### src/rtl/pc_channel_sequencer_if.sv
// Handshake and mux-bus bundle between the point-triple source, the channel
// sequencer and the downstream one-hot 3-to-1 mux.
interface pc_channel_sequencer_if #(
  parameter int DATA_W = 8
);
  logic              in_valid;
  logic              in_ready;
  logic [DATA_W-1:0] in_n;
  logic [DATA_W-1:0] in_k;
  logic [DATA_W-1:0] in_m;
  logic [DATA_W-1:0] mux_inN;
  logic [DATA_W-1:0] mux_inK;
  logic [DATA_W-1:0] mux_inM;
  logic [2:0]        mux_sel;
  logic              out_valid;
  logic              out_last;
  logic              out_ready;

  modport master (
    input  in_valid, in_n, in_k, in_m, out_ready,
    output in_ready, mux_inN, mux_inK, mux_inM, mux_sel, out_valid, out_last
  );

  modport slave (
    output in_valid, in_n, in_k, in_m, out_ready,
    input  in_ready, mux_inN, mux_inK, mux_inM, mux_sel, out_valid, out_last
  );
endinterface

### src/rtl/pc_channel_sequencer.sv
// Accepts one N/K/M byte triple per handshake, holds it on the mux inputs and
// walks a one-hot select N -> K -> M under downstream back-pressure.
module pc_channel_sequencer #(
  parameter int DATA_W = 8,
  parameter int CNT_W  = 16
) (
  input  logic                 clk,
  input  logic                 rst,
  pc_channel_sequencer_if.master bus,
  output logic [CNT_W-1:0]     triple_count
);

  typedef enum logic [1:0] {
    IDLE   = 2'd0,
    SEND_N = 2'd1,
    SEND_K = 2'd2,
    SEND_M = 2'd3
  } state_e;

  state_e            state_q, state_d;
  logic [DATA_W-1:0] n_q, n_d, k_q, k_d, m_q, m_d;
  logic [2:0]        sel_q, sel_d;
  logic              valid_q, valid_d;
  logic              last_q, last_d;
  logic [CNT_W-1:0]  count_q, count_d;
  logic              in_ready_s;
  logic              accept_s;

  // Upstream may hand over a triple when idle, or in the M beat that is completing now.
  always_comb begin
    in_ready_s = 1'b0;
    if (rst) begin
      in_ready_s = 1'b0;
    end else begin
      case (state_q)
        IDLE:    in_ready_s = 1'b1;
        SEND_M:  in_ready_s = bus.out_ready;
        default: in_ready_s = 1'b0;
      endcase
    end
  end

  assign accept_s = bus.in_valid & in_ready_s;

  // Next state, data capture and counter update; outputs are decoded from the next state.
  always_comb begin
    state_d = state_q;
    n_d     = n_q;
    k_d     = k_q;
    m_d     = m_q;
    count_d = count_q;
    sel_d   = 3'b000;
    valid_d = 1'b0;
    last_d  = 1'b0;

    case (state_q)
      IDLE: begin
        if (accept_s) begin
          n_d     = bus.in_n;
          k_d     = bus.in_k;
          m_d     = bus.in_m;
          state_d = SEND_N;
        end else begin
          state_d = IDLE;
        end
      end
      SEND_N: begin
        if (bus.out_ready) begin
          state_d = SEND_K;
        end else begin
          state_d = SEND_N;
        end
      end
      SEND_K: begin
        if (bus.out_ready) begin
          state_d = SEND_M;
        end else begin
          state_d = SEND_K;
        end
      end
      SEND_M: begin
        if (bus.out_ready) begin
          count_d = count_q + CNT_W'(1);
          if (accept_s) begin
            n_d     = bus.in_n;
            k_d     = bus.in_k;
            m_d     = bus.in_m;
            state_d = SEND_N;
          end else begin
            state_d = IDLE;
          end
        end else begin
          state_d = SEND_M;
        end
      end
      default: begin
        state_d = IDLE;
      end
    endcase

    // A stalled beat keeps state_d == state_q, so the decoded outputs hold too.
    case (state_d)
      IDLE: begin
        sel_d   = 3'b000;
        valid_d = 1'b0;
        last_d  = 1'b0;
      end
      SEND_N: begin
        sel_d   = 3'b001;
        valid_d = 1'b1;
        last_d  = 1'b0;
      end
      SEND_K: begin
        sel_d   = 3'b010;
        valid_d = 1'b1;
        last_d  = 1'b0;
      end
      SEND_M: begin
        sel_d   = 3'b100;
        valid_d = 1'b1;
        last_d  = 1'b1;
      end
      default: begin
        sel_d   = 3'b000;
        valid_d = 1'b0;
        last_d  = 1'b0;
      end
    endcase
  end

  // State, data and registered output flops with synchronous reset.
  always_ff @(posedge clk) begin
    if (rst) begin
      state_q <= IDLE;
      n_q     <= {DATA_W{1'b0}};
      k_q     <= {DATA_W{1'b0}};
      m_q     <= {DATA_W{1'b0}};
      sel_q   <= 3'b000;
      valid_q <= 1'b0;
      last_q  <= 1'b0;
      count_q <= {CNT_W{1'b0}};
    end else begin
      state_q <= state_d;
      n_q     <= n_d;
      k_q     <= k_d;
      m_q     <= m_d;
      sel_q   <= sel_d;
      valid_q <= valid_d;
      last_q  <= last_d;
      count_q <= count_d;
    end
  end

  assign bus.in_ready  = in_ready_s;
  assign bus.mux_inN   = n_q;
  assign bus.mux_inK   = k_q;
  assign bus.mux_inM   = m_q;
  assign bus.mux_sel   = sel_q;
  assign bus.out_valid = valid_q;
  assign bus.out_last  = last_q;
  assign triple_count  = count_q;

endmodule

### src/flat_wrapper.sv
// flat-port wrapper written by rule: the top's interface ports become plain ports
module pc_channel_sequencer_flat 
#(
  parameter int DATA_W = 8,
  parameter int CNT_W  = 16
)
  (clk, rst, triple_count, bus_in_valid, bus_in_n, bus_in_k, bus_in_m, bus_out_ready, bus_in_ready, bus_mux_inN, bus_mux_inK, bus_mux_inM, bus_mux_sel, bus_out_valid, bus_out_last);
  pc_channel_sequencer_if #(.DATA_W(DATA_W)) bus_i ();
  input  logic clk;
  input  logic rst;
  output logic [CNT_W-1:0] triple_count;
  input wire logic [$bits(bus_i.in_valid)-1:0] bus_in_valid;
  input wire logic [$bits(bus_i.in_n)-1:0] bus_in_n;
  input wire logic [$bits(bus_i.in_k)-1:0] bus_in_k;
  input wire logic [$bits(bus_i.in_m)-1:0] bus_in_m;
  input wire logic [$bits(bus_i.out_ready)-1:0] bus_out_ready;
  output wire logic [$bits(bus_i.in_ready)-1:0] bus_in_ready;
  output wire logic [$bits(bus_i.mux_inN)-1:0] bus_mux_inN;
  output wire logic [$bits(bus_i.mux_inK)-1:0] bus_mux_inK;
  output wire logic [$bits(bus_i.mux_inM)-1:0] bus_mux_inM;
  output wire logic [$bits(bus_i.mux_sel)-1:0] bus_mux_sel;
  output wire logic [$bits(bus_i.out_valid)-1:0] bus_out_valid;
  output wire logic [$bits(bus_i.out_last)-1:0] bus_out_last;
  assign bus_i.in_valid = bus_in_valid;
  assign bus_i.in_n = bus_in_n;
  assign bus_i.in_k = bus_in_k;
  assign bus_i.in_m = bus_in_m;
  assign bus_i.out_ready = bus_out_ready;
  assign bus_in_ready = bus_i.in_ready;
  assign bus_mux_inN = bus_i.mux_inN;
  assign bus_mux_inK = bus_i.mux_inK;
  assign bus_mux_inM = bus_i.mux_inM;
  assign bus_mux_sel = bus_i.mux_sel;
  assign bus_out_valid = bus_i.out_valid;
  assign bus_out_last = bus_i.out_last;
  pc_channel_sequencer #(.DATA_W(DATA_W), .CNT_W(CNT_W)) u_core (.clk(clk), .rst(rst), .bus(bus_i), .triple_count(triple_count));
endmodule
### config.mk
export PLATFORM = sky130hd
export DESIGN_NAME = pc_channel_sequencer_flat
export DESIGN_NICKNAME = d
export VERILOG_FILES = /design/src/rtl/pc_channel_sequencer_if.sv /design/src/rtl/pc_channel_sequencer.sv /design/src/flat_wrapper.sv
export SDC_FILE = /design/constraint.sdc
export NUM_CORES = 1
export LEC_CHECK = 0
export CAP_MARGIN = 20
export CORE_ASPECT_RATIO = 1.75
export CORE_UTILIZATION = 40
export DETAILED_ROUTE_END_ITERATION = 8
export PLACE_DENSITY = 0.76
export SLEW_MARGIN = 20
export SYNTH_ARGS = -nofsm -noshare
export SYNTH_HDL_FRONTEND = slang
export SYNTH_SLANG_ARGS = --single-unit
### constraint.sdc
create_clock -name clk -period 6 [get_ports clk]
set_clock_uncertainty 0.2 [all_clocks]
set_input_delay 1.2 -clock clk [delete_from_list [all_inputs] [get_ports clk]]
set_output_delay 1.2 -clock clk [all_outputs]
set_load 0.02 [all_outputs]
* Word level (Yosys, flattened, before mapping)
Index checks and enable logic that the tools add are counted.
Operators by class: add/sub/neg operators 1, equal/unequal tests 7, multiplexer cells 19, bitwise gates (word level) 1, reduce and logical (&&, ||, !) cells 7
Operator list (number):
- $mux W8 | 6
- $pmux W8 S2 | 3
- $add A16 B1 Y16 const B | 1
- $pmux W3 S4 | 1
- $eq A2 B2 Y1 const B | 4
- $pmux W2 S4 | 1
- $pmux W1 S2 | 3
- $reduce_or A3 Y1 | 2
- $eq A2 B1 Y1 const B | 2
- $logic_not A2 Y1 | 2
- $mux W2 | 2
- $reduce_and A2 Y1 | 2
- $mux W1 | 3
- $ne A2 B2 Y1 const B | 1
- $reduce_bool A2 Y1 | 1
- $and A1 B1 Y1 | 1
Storage, ports and cells: bits in registers 47, output and inout port bits 46

* Longest topological paths before layout
depth after elaboration 10, mapped depth 8, mapped depth without buffers 6

* Least setup slack after synthesis
OpenSTA, ideal clock, no wires.
kind input port to output port, from input port bus_out_ready, to output port bus_in_ready, data arrival time 1.916 ns, required time 4.600 ns, setup slack 2.684 ns, stages 3, path buffers 1, cell sequence buf_4 > a21oi_1 > nor3_1
Between the ends: longest elaborated chain between the ends 2
Ends and longest elaborated chain:
- from (decl) | RTL line flat_wrapper.sv:16 | input wire logic [$bits(bus_i.out_ready)-1:0] bus_out_ready;
- $pmux W1 S2 | RTL line pc_channel_sequencer.sv:35 | case (state_q)
- $mux W1 | RTL line pc_channel_sequencer.sv:32 | if (rst) begin
- to (decl) | RTL line flat_wrapper.sv:17 | output wire logic [$bits(bus_i.in_ready)-1:0] bus_in_ready;
Every way passes these cells.

* Final worst setup path
Ends and elaborated chain as after synthesis.

==> results.toml <==
[status]
outcome = "finished, final reports clean"

[sta]
worst_pin_slew_ns = 0.954
grt_setup_unrepaired = "no"
whs_ns = 0.255
min_period_ns = 4.26
tns_ns = 0
drv_slew = 0
finalWorstSetupSlack_ns = 1.74
fmax_mhz = 235
finalCritPeriodShare_pct = 71.0
hold_viol = 0
relSlewSlack_pct = 36.4
setup_violations = 0

[pwr]
vdd_drop_max_mv = 0.199
p_leak_nw = 0.928
swShare_pct = 25.1
power.total_uw = 601
combPwrFrac_pct = 14.5
powerDensity_nw_per_um2 = 218
p_clk_share_pct = 32.3
seqPwrFrac_pct = 53.3
p_switching_uw = 151
p_int_uw = 450

[synthesis]
syn_inst = 237
syn_nets = 270
synth_warnings = 0
synth.ff_latch_count = 46
async_reset_ff_share_pct = 0
synth.cell_area_sq_um = 1940
synth_top_area_share_pct = 47.5
synth_cell_type_count = 36
yosys.area.top_type = "dfxtp_1"
synth_area_per_cell_sq_um = 8.19
ys.flop_type = "dfxtp_1"
synth-edff-count = 0
synth_area_leaders = "dfxtp_1 (47%), nand2_1 (12%), a21oi_1 (9.0%), ha_1 (3.2%), xnor2_1 (2.7%)"
seq_area_frac_synth_pct = 47.5

[critical_path]
cpMostUsedCell = "clkdlybuf4s50_1"
crit_chain = "clkdlybuf4s50_1 -> a21oi_1 -> nor3_1 -> clkdlybuf4s50_1"
worst_ep_arrival_time_ns = 2.86
crit_fanout = 11
critical_path_buf_inv_count = 2
critPathRequiredTime_ns = 4.60
startpoint_type = "primary input"
slowest_stage = "clkdlybuf4s50_1"
crit_type = "in -> out"
crit_family = "buffers and inverters"
cp-end-kind = "output port"
max_stage_delay_ns = 0.69

[place]
dpl_worst_slack_ns = 1.74
gp_congestion = 0.767
port_buffers = 73
dp.final_hpwl_microns = 3100
placed_area_sq_um = 2670

[route]
drc = 0
vias = 1788
viasPerCell = 5.02
drtIter0Drc = 35
avgRoutedWirePerCell_microns = 12.2
totalWireLength_microns = 4350
ant_nets = 0
drt_first_pass_iters = 4

[layout]
layout_common_cells = "clkdlybuf4s50_1 (72), nand2_1 (60), dfxtp_1 (46)"
diodes = 0
final_cell_area_sq_um = 2760
seq_area_sq_um = 921
drive_gt1_share_pct = 4.93
fill_cells = 417
layout-area-overhead-vs-synth_pct = 42.2
final_common_cell = "clkdlybuf4s50_1"
final_nets = 336
multi_input_area_sq_um = 930

[floorplanning]
die_height_microns = 94.1
die_w_microns = 54.7
coreArea_sq_um = 4670
start_util_pct = 41.6
ios = 74
rows = 33
dieArea_sq_um = 5140

[global_route]
grt_pass1_vias = 1713
antenna_found_initial = 0
grt_max_degree = 51
grt_overflow = 0
grt_first_pass_wirelength_microns = 7340
track_usage_pct = 19.2

[cts]
cts_setup_buffers = 0
ctsHoldBuffers = 0
cts_tree = "yes"
cts_sinks = 46
h-tree-depth = 2
clk_latency_ns = 0.29
cts-root-buf = "clkbuf_8"
clk_pin_slew_worst_paths_ns = 0.08
cts_resized = 0
cts_buffer_depth = 2
cts-buffers-inserted = 5

[job]
maxCapViolCount = 0

[hold_path]
hp-class = "reg -> reg"
path summary, 6_finish.rpt:
kind	startpoint	end	slack [ns]	cells after the start
max	bus_out_ready	bus_in_ready	1.74	4
min	u_core.bus.mux_inM[5]	u_core.bus.mux_inM[5]	0.26	2
max reg2reg	u_core.state_q[0]	u_core.bus.mux_inK[1]	3.44	6
min reg2reg	u_core.bus.mux_inM[5]	u_core.bus.mux_inM[5]	0.26	2
stage by stage:
step / utilization, % / instances
after floorplan: - / 237
after global placement: 57.2 / 348
after detailed placement: 57.2 / 348
after CTS: 59.1 / 356
after global routing: 59.1 / 356
final: 59.1 / 356
cell usage after synthesis, drive strengths merged, types with 5 or more instances:
| master | count |
|---|---|
| o21ai | 7 |
| a21oi | 35 |
| or3 | 5 |
| ha | 5 |
| clkbuf | 10 |
| inv | 7 |
| nand4 | 7 |
| nor2 | 11 |
| nand2 | 60 |
| nor4 | 5 |
| xnor2 | 6 |
| dfxtp | 46 |
kinds of logic (layout without fill, tap and decap cells):
| group | count (synthesis) | after routing | share of synthesized area, % |
|---|---|---|---|
| AND/OR/NAND/NOR | 105 | 105 | 25.9 |
| AO/OA/AOI/OAI | 50 | 50 | 14.0 |
| flip-flops | 46 | 46 | 47.5 |
| buffers and inverters | 21 | 88 | 4.84 |
| XOR/XNOR | 9 | 9 | 4.06 |
| adder cells (fa/ha/maj) | 5 | 5 | 3.22 |
| multiplexers | 1 | 1 | 0.580 |
power by group through the flow:
stage	logic (mW)	clock network (mW)	registers, mW
final	0.0869	0.194	0.320
after global routing	0.0953	0.212	0.321
after CTS	0.0880	0.200	0.320
after detailed placement	0.0876	0	0.327
after global placement	0.0872	0	0.327
after floorplan	0.0327	0	0.338
routing by layer:
| metal | wire length, microns | share of wire, % | GRT usage, % | vias to the layer above |
|---|---|---|---|---|
| li1 | - | - | - | 935 |
| met1 | 1800 | 41 | 20.7 | 799 |
| met2 | 2300 | 53 | 33.5 | 46 |
| met3 | 158 | 3.6 | 4.37 | 8 |
| met4 | 91 | 2.1 | 8.55 | 0 |
| met5 | 0 | 0 | 0 | - |
area by class of cell:
type                       count  share of cell area, %
tap                           52                   2.36
multi-input combinational    170                   33.7
sequential                    46                   33.4
timing repair buffer          73                   26.3
clock buffer                   7                   3.13
clock inverter                 1                  0.181
inverter                       7                  0.952
registers in the layout, summed over array words and instances (netlist names):
signal,flops
u_core.bus.mux_sel,3
u_core.bus.out_valid,1
u_core.bus.mux_inM,8
u_core.triple_count,16
u_core.state_q,2
u_core.bus.mux_inN,8
u_core.bus.mux_inK,8
worst reg2reg max path, delay by kind of cell (launching register included):
| kind | cells | cell delay [ns] |
|---|---|---|
| DFF | 1 | 0.37 |
| adders and majority gates | 1 | 0.33 |
| AOI/OAI and AO/OA | 2 | 0.89 |
| buffers and inverters | 1 | 0.07 |
| and+or+nand+nor | 2 | 0.64 |
Power figures use the tool's default switching activity.
